$ cat src/rtl/coop_packet_tx.sv
// Periodic / on-demand ASCII telemetry packet sender for a UART TX FIFO: "P:dddd:dddd\r\n".
// Defining COOP_TX_CSUM_EN inserts "*HH" (XOR of 'P' through the last digit) before "\r\n".
module coop_packet_tx #(
    parameter int FCLK_HZ        = 100_000_000,
    parameter int SEND_PERIOD_MS = 50,
    parameter int NUM_FIELDS     = 2,
    parameter int VAL_W          = 12,
    parameter int DIGITS         = 4
) (
    input  logic                        clk,
    input  logic                        rst,
    input  logic [NUM_FIELDS*VAL_W-1:0] fields,
    input  logic                        send_now,
    input  logic                        tx_full,
    output logic                        wr_uart,
    output logic [7:0]                  w_data,
    output logic                        busy,
    output logic                        pkt_done
);

    localparam int CYCLES  = (FCLK_HZ / 1000) * SEND_PERIOD_MS;
    localparam int CNT_W   = (CYCLES > 1) ? $clog2(CYCLES) : 1;
    localparam int BCD_W   = DIGITS * 4;
    localparam int MAX_VAL = 10 ** DIGITS - 1;
    // Index of the first byte after the last digit.
    localparam int DIG_END = 1 + NUM_FIELDS * (1 + DIGITS);
`ifdef COOP_TX_CSUM_EN
    localparam int PKT_LEN = DIG_END + 5;
`else
    localparam int PKT_LEN = DIG_END + 2;
`endif
    localparam int IDX_W   = $clog2(PKT_LEN + 1);

    typedef enum logic [1:0] {S_IDLE, S_SEND, S_GAP} state_t;

    state_t                        state_reg, state_next;
    logic [CNT_W-1:0]              cnt_reg, cnt_next;
    logic                          tick;
    logic [NUM_FIELDS*VAL_W-1:0]   snap_reg, snap_next;
    logic [IDX_W-1:0]              idx_reg, idx_next;
    logic                          busy_reg, busy_next;
    logic                          wr_reg, wr_next;
    logic                          done_reg, done_next;
    logic [7:0]                    w_data_reg, w_data_next;
    logic [7:0]                    cur_byte;
    logic [NUM_FIELDS*BCD_W-1:0]   digs_all;
`ifdef COOP_TX_CSUM_EN
    logic [7:0]                    csum_reg, csum_next;
`endif

    // Saturating binary-to-BCD (shift-add-3); values above MAX_VAL become all nines.
    function automatic logic [BCD_W-1:0] to_bcd(input logic [VAL_W-1:0] v);
        logic [BCD_W-1:0] bcd;
        bcd = '0;
        if (32'(v) > 32'(MAX_VAL)) begin
            for (int k = 0; k < DIGITS; k++)
                bcd[k*4 +: 4] = 4'd9;
        end else begin
            for (int i = VAL_W - 1; i >= 0; i--) begin
                for (int k = 0; k < DIGITS; k++)
                    if (bcd[k*4 +: 4] >= 4'd5)
                        bcd[k*4 +: 4] = bcd[k*4 +: 4] + 4'd3;
                bcd = {bcd[BCD_W-2:0], v[i]};
            end
        end
        return bcd;
    endfunction

`ifdef COOP_TX_CSUM_EN
    function automatic logic [7:0] hex_char(input logic [3:0] n);
        return (n < 4'd10) ? (8'h30 + {4'h0, n}) : (8'h37 + {4'h0, n});
    endfunction
`endif

    // Byte at packet position idx, built from the snapshot digits.
    function automatic logic [7:0] byte_of(
        input logic [IDX_W-1:0]            idx,
        input logic [NUM_FIELDS*BCD_W-1:0] digs
`ifdef COOP_TX_CSUM_EN
        , input logic [7:0]                cs
`endif
    );
        logic [7:0] b;
        int         base;
        b = 8'h00;
        if (idx == '0)
            b = 8'h50;
        for (int f = 0; f < NUM_FIELDS; f++) begin
            base = 1 + f * (1 + DIGITS);
            if (idx == IDX_W'(base))
                b = 8'h3A;
            for (int k = 0; k < DIGITS; k++)
                if (idx == IDX_W'(base + 1 + k))
                    b = 8'h30 | {4'h0, digs[f*BCD_W + (DIGITS-1-k)*4 +: 4]};
        end
`ifdef COOP_TX_CSUM_EN
        if (idx == IDX_W'(DIG_END))
            b = 8'h2A;
        if (idx == IDX_W'(DIG_END + 1))
            b = hex_char(cs[7:4]);
        if (idx == IDX_W'(DIG_END + 2))
            b = hex_char(cs[3:0]);
`endif
        if (idx == IDX_W'(PKT_LEN - 2))
            b = 8'h0D;
        if (idx == IDX_W'(PKT_LEN - 1))
            b = 8'h0A;
        return b;
    endfunction

    generate
        for (genvar gi = 0; gi < NUM_FIELDS; gi++) begin : g_bcd
            assign digs_all[gi*BCD_W +: BCD_W] = to_bcd(snap_reg[gi*VAL_W +: VAL_W]);
        end
    endgenerate

    always_comb begin
        tick     = (cnt_reg == CNT_W'(CYCLES - 1));
        cnt_next = tick ? '0 : cnt_reg + 1'b1;
    end

    always_comb begin
        state_next = state_reg;
        snap_next  = snap_reg;
        idx_next   = idx_reg;
        busy_next  = busy_reg;
        wr_next    = 1'b0;
        done_next  = 1'b0;
`ifdef COOP_TX_CSUM_EN
        csum_next  = csum_reg;
        cur_byte   = byte_of(idx_reg, digs_all, csum_reg);
`else
        cur_byte   = byte_of(idx_reg, digs_all);
`endif

        case (state_reg)
            S_IDLE: begin
                if (tick || send_now) begin
                    snap_next  = fields;
                    idx_next   = '0;
                    busy_next  = 1'b1;
                    state_next = S_SEND;
`ifdef COOP_TX_CSUM_EN
                    csum_next  = 8'h00;
`endif
                end
            end
            S_SEND: begin
                if (!tx_full) begin
                    wr_next    = 1'b1;
                    state_next = S_GAP;
`ifdef COOP_TX_CSUM_EN
                    // Only committed bytes up to the last digit enter the checksum.
                    if (idx_reg < IDX_W'(DIG_END))
                        csum_next = csum_reg ^ cur_byte;
`endif
                end
            end
            S_GAP: begin
                if (idx_reg == IDX_W'(PKT_LEN - 1)) begin
                    busy_next  = 1'b0;
                    done_next  = 1'b1;
                    state_next = S_IDLE;
                end else begin
                    idx_next   = idx_reg + 1'b1;
                    state_next = S_SEND;
                end
            end
            default: state_next = S_IDLE;
        endcase

        // Load the upcoming byte so w_data is already valid throughout S_SEND.
        w_data_next = w_data_reg;
        if (state_next == S_SEND) begin
`ifdef COOP_TX_CSUM_EN
            w_data_next = byte_of(idx_next, digs_all, csum_next);
`else
            w_data_next = byte_of(idx_next, digs_all);
`endif
        end
    end

    always_ff @(posedge clk or posedge rst) begin
        if (rst) begin
            state_reg  <= S_IDLE;
            cnt_reg    <= '0;
            snap_reg   <= '0;
            idx_reg    <= '0;
            busy_reg   <= 1'b0;
            wr_reg     <= 1'b0;
            done_reg   <= 1'b0;
            w_data_reg <= 8'h00;
`ifdef COOP_TX_CSUM_EN
            csum_reg   <= 8'h00;
`endif
        end else begin
            state_reg  <= state_next;
            cnt_reg    <= cnt_next;
            snap_reg   <= snap_next;
            idx_reg    <= idx_next;
            busy_reg   <= busy_next;
            wr_reg     <= wr_next;
            done_reg   <= done_next;
            w_data_reg <= w_data_next;
`ifdef COOP_TX_CSUM_EN
            csum_reg   <= csum_next;
`endif
        end
    end

    assign wr_uart  = wr_reg;
    assign w_data   = w_data_reg;
    assign busy     = busy_reg;
    assign pkt_done = done_reg;

endmodule

$ cat config.mk
export PLATFORM = sky130hd
export DESIGN_NAME = coop_packet_tx
export DESIGN_NICKNAME = d
export VERILOG_FILES = /design/src/rtl/coop_packet_tx.sv
export SDC_FILE = /design/constraint.sdc
export NUM_CORES = 1
export LEC_CHECK = 0
export ABC_AREA = 1
export ABC_CLOCK_PERIOD_IN_PS = 10500
export BUFFER_PORTS_ARGS = -buffer_cell sky130_fd_sc_hd__clkbuf_2
export CAP_MARGIN = 40
export CORE_MARGIN = 5
export CORE_UTILIZATION = 55
export CTS_CLUSTER_DIAMETER = 50
export DETAILED_ROUTE_END_ITERATION = 10
export PLACE_DENSITY = 0.77
export SETUP_SLACK_MARGIN = 0.5
export SYNTH_ARGS = -nofsm -noshare
export SYNTH_HDL_FRONTEND = slang
export SYNTH_SLANG_ARGS = --single-unit
$ cat constraint.sdc
create_clock -name clk -period 10.5 [get_ports clk]
set_input_delay 3.15 -clock clk [delete_from_list [all_inputs] [get_ports clk]]
set_output_delay 3.15 -clock clk [all_outputs]
set_load 0.02 [all_outputs]
-- Word-level counts from Yosys, hierarchy flattened
Index checks and enable logic that the tools add are counted.
Widths: inputs -> output; s select.
- add/subtract/negate cells: 38
- order comparisons: 36
- eq/ne operators: 19
- muxes and demuxes: 64
- reduce and logical (&&, ||, !) cells: 6
- operator list (cell ; count):
    $mux 4 ; 38
    $add 4x2->4 const B ; 30
    $ge 4x3->1 const B ; 30
    $mux 8 ; 12
    $add 3x2->4 const B ; 6
    $eq 4x4->1 const B ; 6
    $add 23x1->23 const B ; 1
    $eq 23x23->1 const B ; 1
    $mux 23 ; 1
    $ge 3x3->1 const B ; 6
    $eq 4x3->1 const B ; 4
    $eq 4x2->1 const B ; 2
    $pmux 4 s2 ; 1
    $mux 1 ; 7
    $mux 7 ; 1
    $pmux 2 s3 ; 1
    $add 4x1->4 const B ; 1
    $eq 2x1->1 const B ; 2
    $eq 4x1->1 const B ; 1
    $logic_not 4->1 ; 1
    $mux 2 ; 2
    $ne 2x2->1 const B ; 2
    $reduce_and 3->1 ; 1
    $eq 2x2->1 const B ; 1
    other kinds (5) ; 5
- bits in registers: 64
- bits of input ports: 28
- output and inout port bits: 11
- word-level logic and storage cells: 171

-- Logic depth before layout (Yosys ltp)
Gate-level depths: netlist of the first run.
- depth in word-level cells: 29
- gate-level depth with buffers: 67
- mapped depth without buffers: 67

-- Least setup slack after synthesis of the first run
OpenSTA, ideal clock, no wires.
- kind: reg2reg
- start point: register snap_reg[21]
- end point: register w_data_reg[2] (netlist: w_data[2])
- setup time: 0.117 ns
- data arrival time: 7.235 ns
- data required time: 10.383 ns
- setup slack: 3.148 ns
- stages on the path, launching flop included: 62
- buffers on the path: 0
- clock period less this slack: 7.352 ns
- cell sequence: dfrtp_1 > clkinv_1 > a21oi_4 > a21oi_2 > or2_1 > o21ai_2 > inv_2 > ha_1 > o21ai_2 > nand2_4 > xor2_4 > ha_1 > inv_1 > o21ai_4 > nand2_1 > nand2_1 > nand2_2 > ha_1 > (+26 left out) > nand3_2 > inv_1 > ha_1 > o211ai_2 > nand2_2 > inv_2 > nand2_1 > and2_1 > ha_1 > inv_1 > nor2_1 > nand3b_1 > a21oi_1 > nor2_1 > nor2_1 > nand4_1 > nand2_1 > nand2_1
- word-level cells in the longest chain between the ends: 23
- elaborated cells on any way between the ends: 60
- those cells by class: 18 x add/sub; 18 x order compare; 24 x mux
- ends and longest elaborated chain (element ; line ; RTL):
    start, declared ; 39 ; logic [NUM_FIELDS*VAL_W-1:0] snap_reg, snap_next;
    start signal, assigned ; 199 ; snap_reg <= snap_next;
    $add 3x2->4 or $ge 3x3->1 (tied branches) ; 62, 61 ;
    $mux 4 * ; 61 ; if (bcd[k*4 +: 4] >= 4'd5)
    $add 4x2->4 or $ge 4x3->1 (tied branches) ; 62, 61 ;
    $mux 4 ; 61 ;
    $add 4x2->4 or $ge 4x3->1 (tied branches) ; 62, 61 ;
    $mux 4 ; 61 ;
    $add 4x2->4 (tied with other cells) ; 62 ; bcd[k*4 +: 4] = bcd[k*4 +: 4] + 4'd3;
    $mux 4 ; 61 ;
    (+6 left out) ; -- ;
    $add 4x2->4 or $ge 4x3->1 (tied branches) ; 62, 61 ;
    $mux 4 ; 61 ;
    $add 4x2->4 or $ge 4x3->1 (tied branches) ; 62, 61 ;
    $mux 4 ; 61 ;
    $mux 8 (2 in series) ; 93 ; if (idx == IDX_W'(base + 1 + k))
    $mux 8 * ; 93 ;
    $mux 8 * ; 104 ; if (idx == IDX_W'(PKT_LEN - 2))
    $mux 8 * ; 106 ; if (idx == IDX_W'(PKT_LEN - 1))
    end signal, assigned ; 204 ; w_data_reg <= w_data_next;
    end, declared ; 44 ; logic [7:0] w_data_reg, w_data_next;
Every way passes the cells marked *; elsewhere a longest branch is shown, timed or not.
A chain may end at the register's enable or synchronous reset.

-- Worst setup path after layout of the first run
Same ends and word-level chain as after synthesis.

==> results of run 1 <==
kinds of logic (layout without fill, tap and decap cells):
kind of cell               after synthesis  count (layout)  synth area share
and+or+nand+nor                        645             645             0.427
buffers and inverters                  211             259             0.109
AOI/OAI and AO/OA                      127             127             0.122
DFF                                     63              63             0.217
adders and majority gates               60              60             0.103
xor gates and xnor gates                14              14            0.0215
other                                    1               1          0.000515
area by class of cell:
class	count	share of cell area
clock buffers	10	0.0298
clock inverters	6	0.0144
inverters	205	0.0959
flip-flops and latches	63	0.197
multi-input cells	847	0.612
well taps	176	0.0275
repair buffers	38	0.0240
cells in the final DEF (no fill, tap or decap), types with 14 or more instances in the layout:
cell type,instances
sky130_fd_sc_hd__nand2_1,296
sky130_fd_sc_hd__inv_1,174
sky130_fd_sc_hd__nand3_1,114
sky130_fd_sc_hd__nor2_1,88
sky130_fd_sc_hd__dfrtp_1,63
sky130_fd_sc_hd__ha_1,60
sky130_fd_sc_hd__nand2_2,49
sky130_fd_sc_hd__o21ai_0,39
sky130_fd_sc_hd__clkbuf_2,37
sky130_fd_sc_hd__inv_2,29
sky130_fd_sc_hd__nand3_2,24
sky130_fd_sc_hd__a21oi_1,23
sky130_fd_sc_hd__nand4_1,20
sky130_fd_sc_hd__nand2_4,14
routing by layer:
metal  up-vias  part of all wire  GRT usage
li1       3682                 -          -
met1      3080              0.46      0.232
met2        85              0.50      0.355
met3        24             0.026     0.0405
met4         0             0.021     0.0542
met5         -                 0          0
worst reg2reg max path, delay by kind of cell (launching register included):
kind,cells,cell delay [ns]
xor+xnor,2,0.38
simple gates,32,3.67
flops,1,0.36
fa+ha+maj,8,1.55
compound gates,7,1.21
buf+inv,12,0.91
path summary, 6_finish.rpt:
path / startpoint / endpoint / slack, ns / cells after the start
hold / removal: w_data[3] / w_data[3] / 0.50 / 2
setup / recovery: snap_reg[21] / w_data[2] / 2.31 / 61
min in group asynchronous: rst / wr_uart / 3.04 / 3
max in group asynchronous: rst / cnt_reg[18] / 6.92 / 3
hold reg to reg: w_data[3] / w_data[3] / 0.50 / 2
setup reg to reg: snap_reg[21] / w_data[2] / 2.31 / 61
metrics by stage:
stage,hold slack (ns),instances,utilization
finish,0.504,1345,0.613
global route,0.538,1345,0.613
CTS,0.508,1345,0.613
detailed placement,0.485,1329,0.586
global placement,0.488,1329,0.586
floorplan,0.449,1121,-
Yosys cell counts, types with 3 or more instances:
master                     count  area, sq um
sky130_fd_sc_hd__nor4_1        4         25.0
sky130_fd_sc_hd__dfrtp_1      63         1580
sky130_fd_sc_hd__xor2_1        9         78.8
sky130_fd_sc_hd__nand4_1      20          125
sky130_fd_sc_hd__o21ai_1      11         55.1
sky130_fd_sc_hd__nor3_1        8         40.0
sky130_fd_sc_hd__and2_1        6         37.5
sky130_fd_sc_hd__nand2_2      49          307
sky130_fd_sc_hd__nand2_1     296         1110
sky130_fd_sc_hd__a31oi_1       3         18.8
sky130_fd_sc_hd__nand3_2      24          240
sky130_fd_sc_hd__nand3_1     114          571
sky130_fd_sc_hd__nand2_4      14          158
sky130_fd_sc_hd__o21ai_0      39          195
sky130_fd_sc_hd__or2_2         8         50.1
sky130_fd_sc_hd__inv_2        28          105
sky130_fd_sc_hd__o21ai_4       7          114
sky130_fd_sc_hd__a21oi_1      23          115
sky130_fd_sc_hd__inv_1       175          657
sky130_fd_sc_hd__clkbuf_1      4         15.0
sky130_fd_sc_hd__nor2_1       88          330
sky130_fd_sc_hd__a21oi_2       3         26.3
sky130_fd_sc_hd__o21ai_2      12          105
sky130_fd_sc_hd__nand3b_1      9         67.6
sky130_fd_sc_hd__o211ai_1      9         67.6
sky130_fd_sc_hd__ha_1         60          751
==> run_results.csv, run 1 <==
group,metric,value,unit
setup_path,timing.critical_path.fanout_max,8,
setup_path,worst_setup_path_start_kind,"flip-flop",
cts,clock_root_buffer,"sky130_fd_sc_hd__clkbuf_16",
setup_path,critical-path-top-delay-family,"simple AND/OR/NAND/NOR gates",
timing,finalWorstSetupSlack,2.31,ns
timing,total_neg_setup_slack,0,ns
logic_synthesis,number_of_cells_produced_by_synthesis,1121,
detailed_routing,drt_pre_antenna_iters,5,
global_route,via_count_of_the_first_global_routing_pass,6368,
final_layout,areaGrowthSynthToFinish,10.2,%
detailed_routing,viasPerCell,5.11,
detailed_routing,mean_routed_wirelength_per_cell,11.1,microns
logic_synthesis,synthesis.area,7280,sq um
detailed_routing,count_of_routing_violations_after_the_opening_detailed_route_iteration,327,
setup_path,timing.critical_path.buf_inv,12,
final_layout,nNetsFinal,1252,
detailed_routing,vias,6871,
floorplan,die_x,125,microns
setup_path,path_class,"reg -> reg",
place,detailedPlacementHpwl,11.8,mm
timing,final_min_period_over_clock_period,0.780,
cts,cts.reportedPaths.clkPinSlew,0.06,ns
final_layout,drive_above_1_share,0.183,
timing,timing.clock.skew,0.00464,ns
outcome,run_status,"completed",
cts,cts_made_buffers,9,
cts,tritoncts,"done",
setup_path,critPathSlowestCell,"sky130_fd_sc_hd__dfrtp_1",
global_route,grt_use_total,0.195,
timing,timing.max_slew.rel_slack,0.450,
cts,cts_hold_buf,0,
timing,highest_attainable_clock_frequency,0.122,GHz
floorplan,placement_rows,42,
cts,cts_num_sinks,63,
setup_path,slowest_cell_delay_on_critical_path,0.36,ns
floorplan,floorplan.io_pins,39,
final_layout,layout_filler_cell_count,1214,
detailed_routing,routed_wl,14.9,mm
floorplan,starting_density,0.556,
detailed_routing,remaining_drc_errors,0,
timing,timing_worst_slew_pin_value,0.824,ns
final_layout,multi_input_comb_area,4910,sq um
run,cap_violations,0,
timing,setup-violations-final,0,
place,placement.cell_area,7670,sq um
place,placement.io_buffers,37,
logic_synthesis,ys_seq_area_frac,0.217,
timing,drv_slew,0,
logic_synthesis,number_of_flops_mapped_to_enable_cells_by_yosys,0,
global_route,grt_antenna_before_repair,0,
global_route,first_pass_grt_wire_length,26.4,mm
setup_path,worstPathRequired,10.72,ns
setup_path,crit_path_end_kind,"flip-flop",
final_layout,largest_register_ffs,24,
final_layout,final_cell_area,8020,sq um
detailed_routing,final_antenna_net_count,0,
floorplan,fp.dieArea,15600,sq um
cts,cts_resized,0,
floorplan,placeableCoreArea,13100,sq um
timing,finalWorstPathRequiredPeriod,8.19,ns
logic_synthesis,synthesis.yosys.warnings,0,
cts,clock_tree.htree_level_count,3,
setup_path,critPathMostFrequentCell,"sky130_fd_sc_hd__nand2_1",
logic_synthesis,ys_types,53,
logic_synthesis,synth_seq_cells,63,
cts,clock_path_buffers,2,
min_path,min-delay-path-class,"reg -> reg",
global_route,globalRouteOverflowTotal,0,
logic_synthesis,dominantRegCellSynth,"sky130_fd_sc_hd__dfrtp_1",
logic_synthesis,synthesis.nets,1209,
place,dp_worst_setup_slack,2.38,ns
final_layout,antenna_cells_inserted,0,
logic_synthesis,ys_async_sr_fraction,1.00,
cts,worstSkewPairLatency,0.34,ns
global_route,grt_max_degree,64,
cts,postCtsSetupBuffers,0,
timing,rsz0062_at_grt,"false",
setup_path,critPathArrivalTime,8.41,ns
place,place_congestion,0.852,
timing,finalHoldViolCount,0,
logic_synthesis,mean_syn_cell_area,6.49,sq um
final_layout,final-seq-area,1580,sq um
floorplan,chipHeight,125,microns
Power of run 1 is not shown: default switching activity piles up to over one toggle a cycle in this logic, so the estimate is an artifact.
==> inputs of run 2 (changes only) <==
- ABC_AREA: 1 -> 0
- ABC_CLOCK_PERIOD_IN_PS: 10500 -> 7400
- PLACE_DENSITY: 0.77 -> 0.8
- clock period: 10.5 -> 7.4 ns (I/O delays scaled with it)
==> run 2 against run 1 <==
Net effect: the run now ends with setup timing left; utilization increased by 16 points; critical path depth decreased by 13; final cell count rose by 7.7%; area after synthesis up 9.3%; hold slack worse by 0.017 ns; largest cell class unchanged; critical endpoint unchanged; maximum frequency decreased by 5.5%; global-route usage is 8.8 points higher; final area is 39% higher; first-iteration DRC count up 120%; clock-buffer cell count decreased by 1.
==> run_results.csv, run 2 <==
group,metric,value,unit
logic_synthesis,synthTopCellsByCount,"100 x sky130_fd_sc_hd__nor2_1, 85 x sky130_fd_sc_hd__nand2_1, 67 x sky130_fd_sc_hd__inv_1, 63 x sky130_fd_sc_hd__dfrtp_1, 60 x sky130_fd_sc_hd__ha_1",
final_layout,areaGrowthSynthToFinish,39.8,%
final_layout,nNetsFinal,1347,
detailed_routing,vias,9105,
setup_path,worst_setup_path_start_kind,"flip-flop",
final_layout,antenna_cells_inserted,0,
setup_path,critPathArrivalTime,8.89,ns
floorplan,die_x,130,microns
cts,clock_root_buffer,"sky130_fd_sc_hd__clkbuf_16",
timing,highest_attainable_clock_frequency,0.115,GHz
logic_synthesis,yosys.cell_count.top_type,"sky130_fd_sc_hd__nor2_1",
timing,timing.clock.skew,0.0166,ns
logic_synthesis,yosys-top-cells-area,"sky130_fd_sc_hd__dfrtp_1 20%, sky130_fd_sc_hd__ha_1 9.4%, sky130_fd_sc_hd__mux2_2 5.8%, sky130_fd_sc_hd__nor2_1 4.7%, sky130_fd_sc_hd__nand2_1 4.0%",
logic_synthesis,synthesis.area,7960,sq um
global_route,first_pass_grt_wire_length,39.9,mm
setup_path,critPathSlowestCell,"sky130_fd_sc_hd__or4_4",
logic_synthesis,ys_seq_area_frac,0.198,
setup_path,worstPathRequired,7.62,ns
timing,finalWorstSetupSlack,-1.27,ns
min_path,min-delay-path-class,"reg -> reg",
logic_synthesis,ys_types,96,
detailed_routing,mean_routed_wirelength_per_cell,17.6,microns
cts,tritoncts,"done",
global_route,grt_antenna_before_repair,0,
final_layout,drive_above_1_share,0.377,
logic_synthesis,synthesis.yosys.warnings,0,
detailed_routing,remaining_drc_errors,0,
timing,drv_slew,0,
cts,cts_num_sinks,63,
timing,timing.max_slew.rel_slack,0.162,
detailed_routing,drt_pre_antenna_iters,5,
logic_synthesis,ys_async_sr_fraction,1.00,
timing,total_neg_setup_slack,-4.79,ns
setup_path,path_class,"reg -> reg",
place,placedCellCount,1381,
floorplan,chipHeight,130,microns
logic_synthesis,synth_seq_cells,63,
final_layout,largest_register_ffs,24,
timing,timing_worst_slew_pin_value,1.24,ns
final_layout,layout.cells.most_common,"sky130_fd_sc_hd__buf_4",
place,detailedPlacementHpwl,16.4,mm
timing,finalHoldViolCount,0,
final_layout,mostFrequentLayoutCells,"223 x sky130_fd_sc_hd__buf_4, 96 x sky130_fd_sc_hd__nor2_1, 83 x sky130_fd_sc_hd__nand2_1, 63 x sky130_fd_sc_hd__dfrtp_1, 57 x sky130_fd_sc_hd__inv_1",
logic_synthesis,synth_largest_area_cell,"sky130_fd_sc_hd__dfrtp_1",
detailed_routing,count_of_routing_violations_after_the_opening_detailed_route_iteration,735,
logic_synthesis,synthesis.nets,1103,
timing,final_min_period_over_clock_period,1.17,
global_route,globalRouteOverflowTotal,0,
final_layout,utilization_after_layout,0.774,
logic_synthesis,number_of_cells_produced_by_synthesis,1015,
setup_path,critical-path-top-delay-family,"simple AND/OR/NAND/NOR gates",
outcome,violations_in_the_final_reports,"setup timing",
timing,setup-violations-final,4,
setup_path,timing.critical_path.buf_inv,6,
floorplan,fp.dieArea,17000,sq um
outcome,run_status,"finished, violations left",
setup_path,regToRegStartpoint,"snap_reg[22]",
setup_path,critical_path.startpoint,"snap_reg[22]",
setup_path,slowest_cell_delay_on_critical_path,0.42,ns
logic_synthesis,mean_syn_cell_area,7.84,sq um
cts,cts.reportedPaths.clkPinSlew,0.06,ns
final_layout,final_cells,1448,
cts,cts_hold_buf,0,
floorplan,starting_density,0.554,
floorplan,placeableCoreArea,14400,sq um
logic_synthesis,dominantRegCellSynth,"sky130_fd_sc_hd__dfrtp_1",
detailed_routing,routed_wl,25.5,mm
cts,cts_made_buffers,9,
run,cap_violations,0,
logic_synthesis,number_of_flops_mapped_to_enable_cells_by_yosys,0,
floorplan,placement_rows,44,
floorplan,floorplan.io_pins,39,
timing,finalWorstPathRequiredPeriod,8.67,ns
min_path,worst_hold_startpoint,"cnt_reg[4]",
global_route,grt_use_total,0.283,
logic_synthesis,synth_top_area_share,0.198,
timing,rsz0062_at_grt,"true",
detailed_routing,final_antenna_net_count,0,
place,place_congestion,0.927,
detailed_routing,viasPerCell,6.29,
cts,clock_tree.htree_level_count,3,
global_route,via_count_of_the_first_global_routing_pass,8746,
cts,clock_path_buffers,2,
cts,worstSkewPairLatency,0.35,ns
setup_path,crit_path_end_kind,"flip-flop",
setup_path,timing.critical_path.fanout_max,4,
place,placement.io_buffers,37,
global_route,grt_max_degree,54,
==> run 2: cell count changes in the layout (fill, tap and decap cells not counted), sizes merged, moves of 12 or more <==
cell,change
nand2,-274
buf,+232
inv,-133
nand3,-101
mux2,+43
xnor2,+32
mux2i,+30
a21oi,+25
nor3,+24
nand2b,+23
nor2b,+15
o211ai,+15
and3,+13
o21a,+12
==> run 2: path summary, 6_finish.rpt <==
path	depth (start not counted)	to	slack [ns]
max	48	w_data[2]	-1.27
min	1	cnt_reg[4]	0.49
max reg2reg	48	w_data[2]	-1.27
min reg2reg	1	cnt_reg[4]	0.49
max in group asynchronous	4	snap_reg[12]	5.03
min in group asynchronous	3	snap_reg[11]	1.84
==> run 2: logic make-up (layout without fill, tap and decap cells) <==
| group | Yosys count | count (layout) | share of synthesized area |
|---|---|---|---|
| compound gates | 296 | 296 | 0.270 |
| xor+xnor | 43 | 43 | 0.0492 |
| fa+ha+maj | 61 | 61 | 0.0956 |
| buf+inv | 108 | 357 | 0.0550 |
| flops | 63 | 63 | 0.198 |
| mux | 73 | 73 | 0.100 |
| other cells | 1 | 1 | 0.000471 |
| simple gates | 370 | 370 | 0.232 |
==> run 2: routing by layer <==
layer | routed length [microns] | GRT usage | vias to the layer above
met1 | 10100 | 0.338 | 4273
li1 | - | - | 4249
met4 | 1140 | 0.112 | 0
met5 | 0 | 0 | -
met3 | 1390 | 0.0422 | 134
met2 | 12900 | 0.506 | 449
==> run 2: what timing repair did <==
| item | in CTS | in global routing |
|---|---|---|
| gates resized for setup | 51 | 43 |
| endpoints found under the setup margin | 4 | 4 |
| setup buffers | 33 | 18 |
| pin swaps | 56 | 46 |
==> run 2: worst register-to-register path, delay by kind of cell (launching register included) <==
kind	cells	cell delay, ns
fa+ha+maj	9	1.67
flops	1	0.38
buf+inv	6	0.48
xor+xnor	4	0.72
compound gates	12	2.21
mux	1	0.31
simple gates	16	2.77
==> run 2: cell type report <==
cell class	instances	area, sq um
Clock buffer	9	225
Clock inverter	7	56.3
Fill cell	948	3240
Inverter	71	274
Multi-Input combinational cell	844	6770
Sequential cell	63	1580
Tap cell	184	230
Timing Repair Buffer	270	1990
==> run 2: stage by stage <==
step                      hold WS, ns  area, sq um  setup WS, ns
final                           0.487        11100         -1.27
after global routing            0.489        11100         -1.66
after CTS                       0.483        10800        -0.878
after detailed placement        0.475         9950         -1.06
after global placement          0.455         9920        -0.689
after floorplan                 0.439         8320         -1.13
Power of run 2 is left out for the same reason.
